## src/rtl/byte_add_pipe.sv

```systemverilog
// byte_add_pipe: Avalon-MM read-modify-write engine.
// Reads ceil(length/BYTE_CNT) words from base_addr and adds incr to every byte.
// Each word is written back to the address it was read from, and the tail lanes are
// masked through byteenable. Reads are pipelined. The number of reads in flight plus the
// number of words buffered never exceeds MAX_OUTSTANDING.
// Build option: define BYTE_ADD_PIPE_SATURATE_EN for a saturating per-byte add.
// Without it, each byte add wraps modulo 256.
module byte_add_pipe #(
  parameter int DATA_WIDTH      = 32,
  parameter int ADDR_WIDTH      = 10,
  parameter int BYTE_CNT        = DATA_WIDTH / 8,
  parameter int MAX_OUTSTANDING = 4
) (
  input  logic                  clk_i,
  input  logic                  srst_i,
  input  logic [ADDR_WIDTH-1:0] base_addr_i,
  input  logic [ADDR_WIDTH-1:0] length_i,
  input  logic [7:0]            incr_i,
  input  logic                  run_i,
  output logic                  waitrequest_o,
  output logic                  done_o,
  output logic [ADDR_WIDTH-1:0] amm_rd_address_o,
  output logic                  amm_rd_read_o,
  input  logic [DATA_WIDTH-1:0] amm_rd_readdata_i,
  input  logic                  amm_rd_readdatavalid_i,
  input  logic                  amm_rd_waitrequest_i,
  output logic [ADDR_WIDTH-1:0] amm_wr_address_o,
  output logic                  amm_wr_write_o,
  output logic [DATA_WIDTH-1:0] amm_wr_writedata_o,
  output logic [BYTE_CNT-1:0]   amm_wr_byteenable_o,
  input  logic                  amm_wr_waitrequest_i
);

  localparam int PTR_W = $clog2(MAX_OUTSTANDING);
  localparam int CNT_W = PTR_W + 1;

  typedef enum logic [1:0] {ST_IDLE, ST_RUN, ST_DONE} state_t;

  state_t                state_reg, state_next;
  logic [ADDR_WIDTH-1:0] base_reg, words_reg, issued_reg, written_reg;
  logic [7:0]            incr_reg;
  logic [BYTE_CNT-1:0]   tail_be_reg;
  logic [CNT_W-1:0]      inflight_reg, fifo_count_reg;
  logic [PTR_W-1:0]      wr_ptr_reg, rd_ptr_reg;
  logic [DATA_WIDTH-1:0] fifo_mem [MAX_OUTSTANDING];

  // Job decode from the run-time inputs: word count rounds up, tail lanes from remainder
  logic [ADDR_WIDTH:0]   len_round;
  logic [ADDR_WIDTH-1:0] words_start, len_rem;
  logic [BYTE_CNT-1:0]   tail_be_start;

  assign len_round   = {1'b0, length_i} + (ADDR_WIDTH+1)'(BYTE_CNT - 1);
  assign words_start = ADDR_WIDTH'(len_round / (ADDR_WIDTH+1)'(BYTE_CNT));
  assign len_rem     = length_i % ADDR_WIDTH'(BYTE_CNT);

  for (genvar gi = 0; gi < BYTE_CNT; gi++) begin : g_tail
    assign tail_be_start[gi] = (len_rem == '0) || (ADDR_WIDTH'(gi) < len_rem);
  end

  // Handshake qualifiers; every strobe depends on registered state only, so it stays
  // stable while the slave stalls
  logic [CNT_W:0]        credit_used;
  logic                  rd_req, rd_fire, push, wr_req, wr_fire, last_word, run_accept;
  logic [DATA_WIDTH-1:0] head, wr_data;

  assign run_accept  = (state_reg == ST_IDLE) && run_i;
  assign credit_used = {1'b0, inflight_reg} + {1'b0, fifo_count_reg};
  assign rd_req      = (state_reg == ST_RUN) && (issued_reg < words_reg) &&
                       (credit_used < (CNT_W+1)'(MAX_OUTSTANDING));
  assign rd_fire     = rd_req && !amm_rd_waitrequest_i;
  assign push        = (state_reg == ST_RUN) && amm_rd_readdatavalid_i;
  assign wr_req      = (state_reg == ST_RUN) && (fifo_count_reg != '0);
  assign wr_fire     = wr_req && !amm_wr_waitrequest_i;
  assign last_word   = (written_reg == words_reg - ADDR_WIDTH'(1));
  assign head        = fifo_mem[rd_ptr_reg];

  // Per-lane delta applied to the FIFO head
  for (genvar gi = 0; gi < BYTE_CNT; gi++) begin : g_lane
`ifdef BYTE_ADD_PIPE_SATURATE_EN
    logic [8:0] lane_sum;
    assign lane_sum = {1'b0, head[8*gi +: 8]} + {1'b0, incr_reg};
    assign wr_data[8*gi +: 8] = lane_sum[8] ? 8'hFF : lane_sum[7:0];
`else
    assign wr_data[8*gi +: 8] = head[8*gi +: 8] + incr_reg;
`endif
  end

  // Next-state logic: a zero-length job goes straight to DONE
  always_comb begin
    state_next = state_reg;
    case (state_reg)
      ST_IDLE: if (run_i) state_next = (length_i == '0) ? ST_DONE : ST_RUN;
      ST_RUN:  if (wr_fire && last_word) state_next = ST_DONE;
      ST_DONE: state_next = ST_IDLE;
      default: state_next = ST_IDLE;
    endcase
  end

  // State, job registers, counters and FIFO pointers
  always_ff @(posedge clk_i) begin
    if (srst_i) begin
      state_reg      <= ST_IDLE;
      base_reg       <= '0;
      words_reg      <= '0;
      incr_reg       <= '0;
      tail_be_reg    <= '0;
      issued_reg     <= '0;
      written_reg    <= '0;
      inflight_reg   <= '0;
      fifo_count_reg <= '0;
      wr_ptr_reg     <= '0;
      rd_ptr_reg     <= '0;
    end else begin
      state_reg <= state_next;
      if (run_accept) begin
        base_reg    <= base_addr_i;
        words_reg   <= words_start;
        incr_reg    <= incr_i;
        tail_be_reg <= tail_be_start;
        issued_reg  <= '0;
        written_reg <= '0;
      end else begin
        if (rd_fire) issued_reg  <= issued_reg + ADDR_WIDTH'(1);
        if (wr_fire) written_reg <= written_reg + ADDR_WIDTH'(1);
      end
      case ({rd_fire, push})
        2'b10:   inflight_reg <= inflight_reg + CNT_W'(1);
        2'b01:   inflight_reg <= inflight_reg - CNT_W'(1);
        default: inflight_reg <= inflight_reg;
      endcase
      case ({push, wr_fire})
        2'b10:   fifo_count_reg <= fifo_count_reg + CNT_W'(1);
        2'b01:   fifo_count_reg <= fifo_count_reg - CNT_W'(1);
        default: fifo_count_reg <= fifo_count_reg;
      endcase
      if (push)    wr_ptr_reg <= wr_ptr_reg + PTR_W'(1);
      if (wr_fire) rd_ptr_reg <= rd_ptr_reg + PTR_W'(1);
    end
  end

  // FIFO storage: no reset needed, the occupancy count guards its contents
  always_ff @(posedge clk_i) begin
    if (push) fifo_mem[wr_ptr_reg] <= amm_rd_readdata_i;
  end

  // Outputs are zero whenever the matching strobe is low
  assign waitrequest_o       = (state_reg != ST_IDLE);
  assign done_o              = (state_reg == ST_DONE);
  assign amm_rd_read_o       = rd_req;
  assign amm_rd_address_o    = rd_req ? base_reg + issued_reg : '0;
  assign amm_wr_write_o      = wr_req;
  assign amm_wr_address_o    = wr_req ? base_reg + written_reg : '0;
  assign amm_wr_writedata_o  = wr_req ? wr_data : '0;
  assign amm_wr_byteenable_o = wr_req ? (last_word ? tail_be_reg : '1) : '0;

endmodule

```

## config.mk

```make
export PLATFORM = sky130hd
export DESIGN_NAME = byte_add_pipe
export DESIGN_NICKNAME = d
export VERILOG_FILES = /design/src/rtl/byte_add_pipe.sv
export SDC_FILE = /design/constraint.sdc
export NUM_CORES = 1
export LEC_CHECK = 0
export ABC_CLOCK_PERIOD_IN_PS = 4500
export CAP_MARGIN = 20
export CELL_PAD_IN_SITES_DETAIL_PLACEMENT = 1
export CELL_PAD_IN_SITES_GLOBAL_PLACEMENT = 1
export CORE_MARGIN = 5
export CORE_UTILIZATION = 45
export CTS_BUF_LIST = sky130_fd_sc_hd__clkbuf_8 sky130_fd_sc_hd__clkbuf_16
export DETAILED_ROUTE_END_ITERATION = 16
export PLACE_DENSITY_LB_ADDON = 0.08
export SYNTH_ARGS = -nofsm -noshare
export SYNTH_HDL_FRONTEND = slang
export SYNTH_SLANG_ARGS = --single-unit
```

## constraint.sdc

```tcl
create_clock -name clk_i -period 4.5 [get_ports clk_i]
set_input_delay 0.9 -clock clk_i [delete_from_list [all_inputs] [get_ports clk_i]]
set_output_delay 0.9 -clock clk_i [all_outputs]
set_load 0.01 [all_outputs]
```

==> tab_implementation.tex, run 1 <==
\begin{tabular}{lr}
\hline
Metric & Value \\
\hline
\multicolumn{2}{l}{\textbf{Finish}} \\
Top library cells by usage in the layout, fill and taps aside & 128 x sky130\_fd\_sc\_hd\_\_edfxtp\_1, 120 x sky130\_fd\_sc\_hd\_\_clkdlybuf4s50\_1, 115 x sky130\_fd\_sc\_hd\_\_nor2\_1, 67 x sky130\_fd\_sc\_hd\_\_ha\_1, 63 x sky130\_fd\_sc\_hd\_\_dfxtp\_1 \\
Core Util, Final & 56.89\% \\
Largest register by flop count & fifo\_mem \\
Layout cells sized above 1 & 11.07\% \\
Number of flip-flops in the largest register & 128 \\
Final Net Count & 1,140 \\
Number of diodes added for antenna fixing & 0 \\
Post-route design area & 12,490 um\^{}2 \\
Syn-to-layout area delta & 23.84\% \\
Most frequent standard cell in the layout excluding fill and tap cells & sky130\_fd\_sc\_hd\_\_edfxtp\_1 \\
\multicolumn{2}{l}{\textbf{Placed design}} \\
Placer congestion estimate & 0.8168 \\
IO buf count & 125 \\
HPWL Detailed & 19,540 um \\
Placed standard-cell area & 11,660 um\^{}2 \\
\multicolumn{2}{l}{\textbf{Worst setup path}} \\
Critical register-to-register path endpoint & inflight\_reg[1] \\
Critical Path, Cell by Cell & mux4\_2 -> ha\_1 -> fa\_1 -> a21o\_1 -> a21oi\_2 -> o21bai\_1 -> a21oi\_1 -> xor2\_1 -> nor2\_1 -> clkdlybuf4s50\_1 \\
Reg2reg setup slack & 1.32 ns \\
Worst path slowest cell & sky130\_fd\_sc\_hd\_\_clkdlybuf4s50\_1 \\
Kind of critical path & reg2out \\
Required @ worst endpoint & 3.60 ns \\
Setup crit end kind & output pin \\
Depth of the worst register-to-register path & 13 \\
Critical Path Max Stage Delay & 0.57 ns \\
Largest fanout of any net on the critical path & 5 \\
Startpoint kind of the worst setup timing path & flip-flop \\
Arr. time, crit path & 3.50 ns \\
Reg2reg start & words\_reg[2] \\
\multicolumn{2}{l}{\textbf{Clock network}} \\
Num CTS Buffers & 17 \\
Number of buffers on the longest clock path & 2 \\
TritonCTS clock tree & done \\
H-tree depth & 4 \\
Worst skew pair latency & 0.44 ns \\
Clock sinks & 193 \\
Clock Root Buffer & sky130\_fd\_sc\_hd\_\_clkbuf\_16 \\
Clock transition at the registers of the reported paths & 0.08 ns \\
Total of hold buffers inserted after clock tree synthesis & 0 \\
\multicolumn{2}{l}{\textbf{STA}} \\
Final worst clock skew & 0.01569 ns \\
Highest attainable clock frequency & 227.4 MHz \\
Final count of negative-setup-slack endpoints & 0 \\
Headroom to the max-slew limit & 34.12\% \\
Final period util & 97.74\% \\
Final Critical Period & 4.398 ns \\
Hold Worst Slack & 0.4798 ns \\
Worst slew pin tran & 0.9882 ns \\
Count of endpoints failing hold in the final timing report & 0 \\
Setup total negative slack & 0 ns \\
Number of max-slew violations in the final report & 0 \\
\multicolumn{2}{l}{\textbf{Yosys}} \\
Sequential area share after synthesis & 51.00\% \\
Number of standard cells after synthesis & 870 \\
Cell types with the largest area share after synthesis & sky130\_fd\_sc\_hd\_\_edfxtp\_1 38\%, sky130\_fd\_sc\_hd\_\_dfxtp\_1 13\%, sky130\_fd\_sc\_hd\_\_ha\_1 8.3\% \\
Most common flop cell mapped by yosys & sky130\_fd\_sc\_hd\_\_edfxtp\_1 \\
Share of flip-flops with an asynchronous set or reset after synthesis & 0\% \\
Count of unique library cells instantiated by Yosys & 56 \\
Number of warnings reported in the yosys synthesis log & 0 \\
FF+latch count, synth & 193 \\
Net count after synthesis & 1,011 \\
Average instance area after synthesis & 11.60 um\^{}2 \\
Area share of the largest cell type after synthesis & 38.10\% \\
Mapped Area & 10,090 um\^{}2 \\
Number of flops mapped to enable cells by yosys & 128 \\
Library cell with the largest summed area after synthesis & sky130\_fd\_sc\_hd\_\_edfxtp\_1 \\
\multicolumn{2}{l}{\textbf{Global route}} \\
Largest net degree at the start of global routing & 49 \\
Wire length of the first global-routing pass & 42,810 um \\
Total gr overflow & 0 \\
Vias in the first global route & 7,900 \\
Antenna violations before repair & 0 \\
Overall track demand over capacity in global routing & 21.20\% \\
\multicolumn{2}{l}{\textbf{Pwr}} \\
Maximum resistive drop on vdd & 360.8 uV \\
Power density cells & 328.1 nW/um\^{}2 \\
Leakage power & 4.611 nW \\
Power Total & 0.004099 W \\
\multicolumn{2}{l}{\textbf{Min path}} \\
Number of cells on the worst hold path & 2 \\
Hold worst-path end & tail\_be\_reg[3] \\
Hold Crit Start & tail\_be\_reg[3] \\
Hold crit path type & reg2reg \\
\multicolumn{2}{l}{\textbf{Die}} \\
Area of the die & 25,510 um\^{}2 \\
Count of pins on the block boundary & 126 \\
Starting density of the core & 45.94\% \\
Area inside the core boundary & 21,960 um\^{}2 \\
Overall die width & 159.7 um \\
Die span in y & 159.7 um \\
Std cell rows & 54 \\
\multicolumn{2}{l}{\textbf{Flow run}} \\
Max Cap Violations & 0 \\
\multicolumn{2}{l}{\textbf{Detailed routing}} \\
Per-cell routed wire length & 21.23 um \\
Vias per Instance & 5.628 \\
DRC violation count after routing & 0 \\
WL final & 27,440 um \\
Starting DRC count in detailed routing & 331 \\
Count of TritonRoute iterations in the first routing pass & 5 \\
Via count of the routed design & 7,271 \\
ANT nets after route & 0 \\
\multicolumn{2}{l}{\textbf{Status}} \\
Outcome & complete, no violations \\
\hline
\end{tabular}
cells by family (layout without fill, tap and decap cells):
| family | after synthesis | in the layout | share of synthesized area (%) |
|---|---|---|---|
| flip-flops | 193 | 193 | 51.00 |
| adder cells (fa/ha/maj) | 75 | 75 | 9.897 |
| multiplexers | 35 | 35 | 7.441 |
| AO/OA/AOI/OAI | 142 | 142 | 9.227 |
| buffers and inverters | 71 | 213 | 2.852 |
| AND/OR/NAND/NOR | 279 | 279 | 13.07 |
| XOR/XNOR | 75 | 75 | 6.511 |
per-layer routing:
layer  up-vias  share of wire (%)  track usage (%)
met5         -                  0                0
met4         0                1.4            6.193
met3        27                2.9            3.943
met2       118                 56            40.33
met1      3683                 40            24.10
li1       3443                  -                -
metrics by stage:
step | worst slack [ns] | std cells
finish | 0.1018 | 1292
global route | -0.03029 | 1292
CTS | 0.007958 | 1283
detailed placement | 0.2531 | 1251
global placement | 0.3566 | 1251
floorplan | 0.4246 | 870
cell usage after synthesis, types with 2 or more instances:
library cell,instances
sky130_fd_sc_hd__and3_1,9
sky130_fd_sc_hd__o21ai_0,14
sky130_fd_sc_hd__nand2b_1,6
sky130_fd_sc_hd__o31a_1,6
sky130_fd_sc_hd__inv_1,31
sky130_fd_sc_hd__or3_1,7
sky130_fd_sc_hd__nor2b_1,11
sky130_fd_sc_hd__o21a_1,9
sky130_fd_sc_hd__nand3_1,9
sky130_fd_sc_hd__o41ai_1,10
sky130_fd_sc_hd__buf_2,11
sky130_fd_sc_hd__nor4b_1,2
sky130_fd_sc_hd__buf_1,5
sky130_fd_sc_hd__nand2_1,60
sky130_fd_sc_hd__mux2i_1,3
sky130_fd_sc_hd__fa_1,8
sky130_fd_sc_hd__nand4b_1,4
sky130_fd_sc_hd__edfxtp_1,128
sky130_fd_sc_hd__clkbuf_1,23
sky130_fd_sc_hd__nor3_1,13
sky130_fd_sc_hd__o31ai_1,3
sky130_fd_sc_hd__o21bai_1,6
sky130_fd_sc_hd__a21oi_1,57
sky130_fd_sc_hd__or2_2,2
sky130_fd_sc_hd__or4_1,6
sky130_fd_sc_hd__a21o_1,8
sky130_fd_sc_hd__ha_1,67
sky130_fd_sc_hd__o21ba_2,2
sky130_fd_sc_hd__nand4_1,8
sky130_fd_sc_hd__xor2_1,45
sky130_fd_sc_hd__and2_1,12
sky130_fd_sc_hd__mux4_2,32
sky130_fd_sc_hd__nor2_1,115
sky130_fd_sc_hd__nor4_1,7
sky130_fd_sc_hd__a211o_1,3
sky130_fd_sc_hd__dfxtp_1,65
sky130_fd_sc_hd__nand3b_1,3
sky130_fd_sc_hd__a211oi_1,13
sky130_fd_sc_hd__xnor2_1,30
repair_timing:
item	CTS	global route
resized for setup	9	14
endpoints found under the setup margin	6	12
cloned	0	1
pin swaps	1	0
buffers inserted	0	8
how the worst max path moves through the flow:
stage,start,end,slack (ns),depth (start not counted)
floorplan,flip-flop,amm_wr_writedata_o[22],0.42,12
detailed placement,flip-flop,amm_wr_writedata_o[6],0.25,11
global route,flip-flop,amm_wr_writedata_o[22],-0.03,12
finish,flip-flop,amm_wr_writedata_o[14],0.10,10
CTS,flip-flop,amm_wr_writedata_o[30],0.008,11
global placement,flip-flop,amm_wr_writedata_o[6],0.36,11
layout make-up:
cell class / instances / area (um^2)
clock buffers: 17 / 425.4
inverters: 31 / 116.4
multi-input cells: 606 / 4733
repair buffers: 150 / 1508
fillers: 2209 / 9465
well taps: 280 / 350.3
clock inverters: 15 / 210.2
flip-flops and latches: 193 / 5150
worst max-delay path: cells and delay by family, from the launching register on:
kind	cells	cell delay (ns)
compound gates	4	0.67
fa+ha+maj	2	0.64
buf+inv	1	0.57
mux	1	0.52
flops	1	0.42
simple gates	1	0.15
xor+xnor	1	0.10
power by group:
part | leakage, nW | switching, W | internal, W
clock | 0.307 | 0.000814 | 0.000780
combinational | 2.62 | 0.000283 | 0.000246
sequential | 1.69 | 0.0000472 | 0.00193
No activity file was read; power rests on OpenSTA's default activity.
==> inputs of run 2 (changes only) <==
Settings changed: SKIP_LAST_GASP from default to 1.
==> tab_implementation.tex, run 2 (same netlist as run 1, synthesis figures left out) <==
\begin{tabular}{lr}
\hline
Metric & Value \\
\hline
\multicolumn{2}{l}{\textbf{STA}} \\
Final worst clock skew & 0.01499 ns (-0.0007001 ns) \\
Headroom to the max-slew limit & 34.47\% (+0.35 points) \\
Final count of negative-setup-slack endpoints & 0 (unchanged) \\
Unrepaired setup endpoints after global routing & true \\
Setup total negative slack & 0 ns (unchanged) \\
Count of endpoints failing hold in the final timing report & 0 (unchanged) \\
Worst slew pin tran & 0.9829 ns (-0.005289 ns) \\
Number of max-slew violations in the final report & 0 (unchanged) \\
Final Critical Period & 4.444 ns (+0.04594 ns) \\
Highest attainable clock frequency & 225.0 MHz (-1.0\%) \\
Final period util & 98.76\% (+1.0 points) \\
\multicolumn{2}{l}{\textbf{Placed design}} \\
HPWL Detailed & 19,540 um (unchanged) \\
Placer congestion estimate & 0.8168 (unchanged) \\
Cells after DPL & 1,251 (unchanged) \\
Placed standard-cell area & 11,660 um\^{}2 (unchanged) \\
IO buf count & 125 (unchanged) \\
\multicolumn{2}{l}{\textbf{Die}} \\
Die span in y & 159.7 um (unchanged) \\
Area of the die & 25,510 um\^{}2 (unchanged) \\
Starting density of the core & 45.94\% (unchanged) \\
Overall die width & 159.7 um (unchanged) \\
Std cell rows & 54 (unchanged) \\
Count of pins on the block boundary & 126 (unchanged) \\
Area inside the core boundary & 21,960 um\^{}2 (unchanged) \\
\multicolumn{2}{l}{\textbf{Pwr}} \\
Leakage power & 4.608 nW (about the same) \\
Maximum resistive drop on vdd & 360.7 uV (about the same) \\
Power Total & 0.004100 W (about the same) \\
Power density cells & 328.6 nW/um\^{}2 (+0.14\%) \\
\multicolumn{2}{l}{\textbf{Detailed routing}} \\
Starting DRC count in detailed routing & 398 (+20\%) \\
WL final & 27,270 um (-0.61\%) \\
Vias per Instance & 5.607 (-0.37\%) \\
Per-cell routed wire length & 21.11 um (-0.61\%) \\
Count of TritonRoute iterations in the first routing pass & 5 (unchanged) \\
ANT nets after route & 0 (unchanged) \\
Via count of the routed design & 7,244 (-0.37\%) \\
DRC violation count after routing & 0 (unchanged) \\
\multicolumn{2}{l}{\textbf{Finish}} \\
Filler cell count & 2,215 (+0.27\%) \\
Area taken by multi-input logic gates & 4720 um\^{}2 (-0.29\%) \\
Layout cells sized above 1 & 10.97\% (-0.099 points) \\
Post-route design area & 12,480 um\^{}2 (-0.11\%) \\
Number of flip-flops in the largest register & 128 (unchanged) \\
Final Net Count & 1,140 (unchanged) \\
Syn-to-layout area delta & 23.70\% \\
Most frequent standard cell in the layout excluding fill and tap cells & sky130\_fd\_sc\_hd\_\_edfxtp\_1 \\
Number of diodes added for antenna fixing & 0 (unchanged) \\
Top library cells by usage in the layout, fill and taps aside & 128 x sky130\_fd\_sc\_hd\_\_edfxtp\_1, 120 x sky130\_fd\_sc\_hd\_\_clkdlybuf4s50\_1, 115 x sky130\_fd\_sc\_hd\_\_nor2\_1, 67 x sky130\_fd\_sc\_hd\_\_ha\_1, 63 x sky130\_fd\_sc\_hd\_\_dfxtp\_1 \\
Largest register by flop count & fifo\_mem \\
Count of non-filler cells in the finished layout & 1,292 (unchanged) \\
Area taken by flip-flops and latches & 5150 um\^{}2 (unchanged) \\
\multicolumn{2}{l}{\textbf{Global route}} \\
Largest net degree at the start of global routing & 49 (unchanged) \\
Vias in the first global route & 7,908 (+0.10\%) \\
Wire length of the first global-routing pass & 42,810 um (about the same) \\
Antenna violations before repair & 0 (unchanged) \\
Total gr overflow & 0 (unchanged) \\
Overall track demand over capacity in global routing & 21.20\% (unchanged) \\
\multicolumn{2}{l}{\textbf{Clock network}} \\
Number of buffers on the longest clock path & 2 (unchanged) \\
Worst skew pair latency & 0.45 ns (about the same) \\
Total of hold buffers inserted after clock tree synthesis & 0 (unchanged) \\
TritonCTS clock tree & done \\
Clock transition at the registers of the reported paths & 0.08 ns (about the same) \\
H-tree depth & 4 (unchanged) \\
Clock sinks & 193 (unchanged) \\
Num CTS Buffers & 17 (unchanged) \\
Clock Root Buffer & sky130\_fd\_sc\_hd\_\_clkbuf\_16 \\
\multicolumn{2}{l}{\textbf{Status}} \\
Outcome & complete, no violations \\
\multicolumn{2}{l}{\textbf{Worst setup path}} \\
Kind of critical path & reg2out \\
Required @ worst endpoint & 3.60 ns (about the same) \\
Reg2reg start & words\_reg[2] \\
Startpoint kind of the worst setup timing path & flip-flop \\
Setup crit end kind & output pin \\
Arr. time, crit path & 3.54 ns (+0.04 ns) \\
Largest fanout of any net on the critical path & 8 (+3) \\
\multicolumn{2}{l}{\textbf{Min path}} \\
Hold crit path type & reg2reg \\
Hold Crit Start & tail\_be\_reg[3] \\
\multicolumn{2}{l}{\textbf{Flow run}} \\
Max Cap Violations & 0 (unchanged) \\
\hline
\end{tabular}
run 2: cell types whose count changed in the layout (fill, tap and decap cells not counted):
cell	previous run	this run
sky130_fd_sc_hd__o41ai_2	4	5
sky130_fd_sc_hd__o41ai_4	1	0
sky130_fd_sc_hd__fa_2	1	0
sky130_fd_sc_hd__fa_1	7	8
run 2: repair_timing:
item / 4_1_cts / 5_1_grt
cloned: 0 / 1
pin swaps: 0 / 1
setup buffers: 0 / 8
gates resized for setup: 6 / 15
endpoints found under the setup margin: 6 / 11
run 2: path summary, 6_finish.rpt:
path	to	slack [ns]	depth (start not counted)
max	amm_wr_writedata_o[22]	0.06	12
min	tail_be_reg[3]	0.48	2
max reg2reg	inflight_reg[1]	1.32	13
min reg2reg	tail_be_reg[3]	0.48	2
run 2: power by group:
group,switching [W],internal [W]
registers,0.0000471,0.00193
clock network,0.000821,0.000780
logic,0.000279,0.000244
run 2: area by class of cell:
type                    instances  share of cell area (%)
well taps                     280                   2.807
multi-input cells             606                   37.82
repair buffers                150                   12.08
clock buffers                  17                   3.409
flip-flops and latches        193                   41.27
inverters                      31                  0.9324
clock inverters                15                   1.684
run 2: worst max-delay path, cell delays in order, from the launching register on:
cell	delay, ns
sky130_fd_sc_hd__dfxtp_4	0.42
sky130_fd_sc_hd__buf_12	0.15
sky130_fd_sc_hd__buf_4	0.15
sky130_fd_sc_hd__mux4_2	0.51
sky130_fd_sc_hd__ha_1	0.23
sky130_fd_sc_hd__fa_1	0.44
sky130_fd_sc_hd__a21o_1	0.20
sky130_fd_sc_hd__a21oi_2	0.18
sky130_fd_sc_hd__o21bai_1	0.09
sky130_fd_sc_hd__a21oi_1	0.18
sky130_fd_sc_hd__xor2_1	0.18
sky130_fd_sc_hd__nor2_1	0.06
sky130_fd_sc_hd__dlygate4sd2_1	0.31
run 2: through the flow:
step                utilization, %  hold slack (ns)  setup slack (ns)
floorplan                        -           0.4366            0.4246
global placement             53.10           0.4499            0.3566
detailed placement           53.10           0.4593            0.2531
CTS                          56.09           0.4775           -0.1138
global route                 56.83           0.5082          -0.07065
finish                       56.83           0.4798           0.05583
run 2: routing by layer:
| layer | vias to the layer above | GRT usage [%] | routed length [um] |
|---|---|---|---|
| li1 | 3445 | - | - |
| met1 | 3640 | 24.10 | 10620 |
| met2 | 130 | 40.33 | 15290 |
| met3 | 29 | 3.943 | 930 |
| met4 | 0 | 6.193 | 429 |
| met5 | - | 0 | 0 |
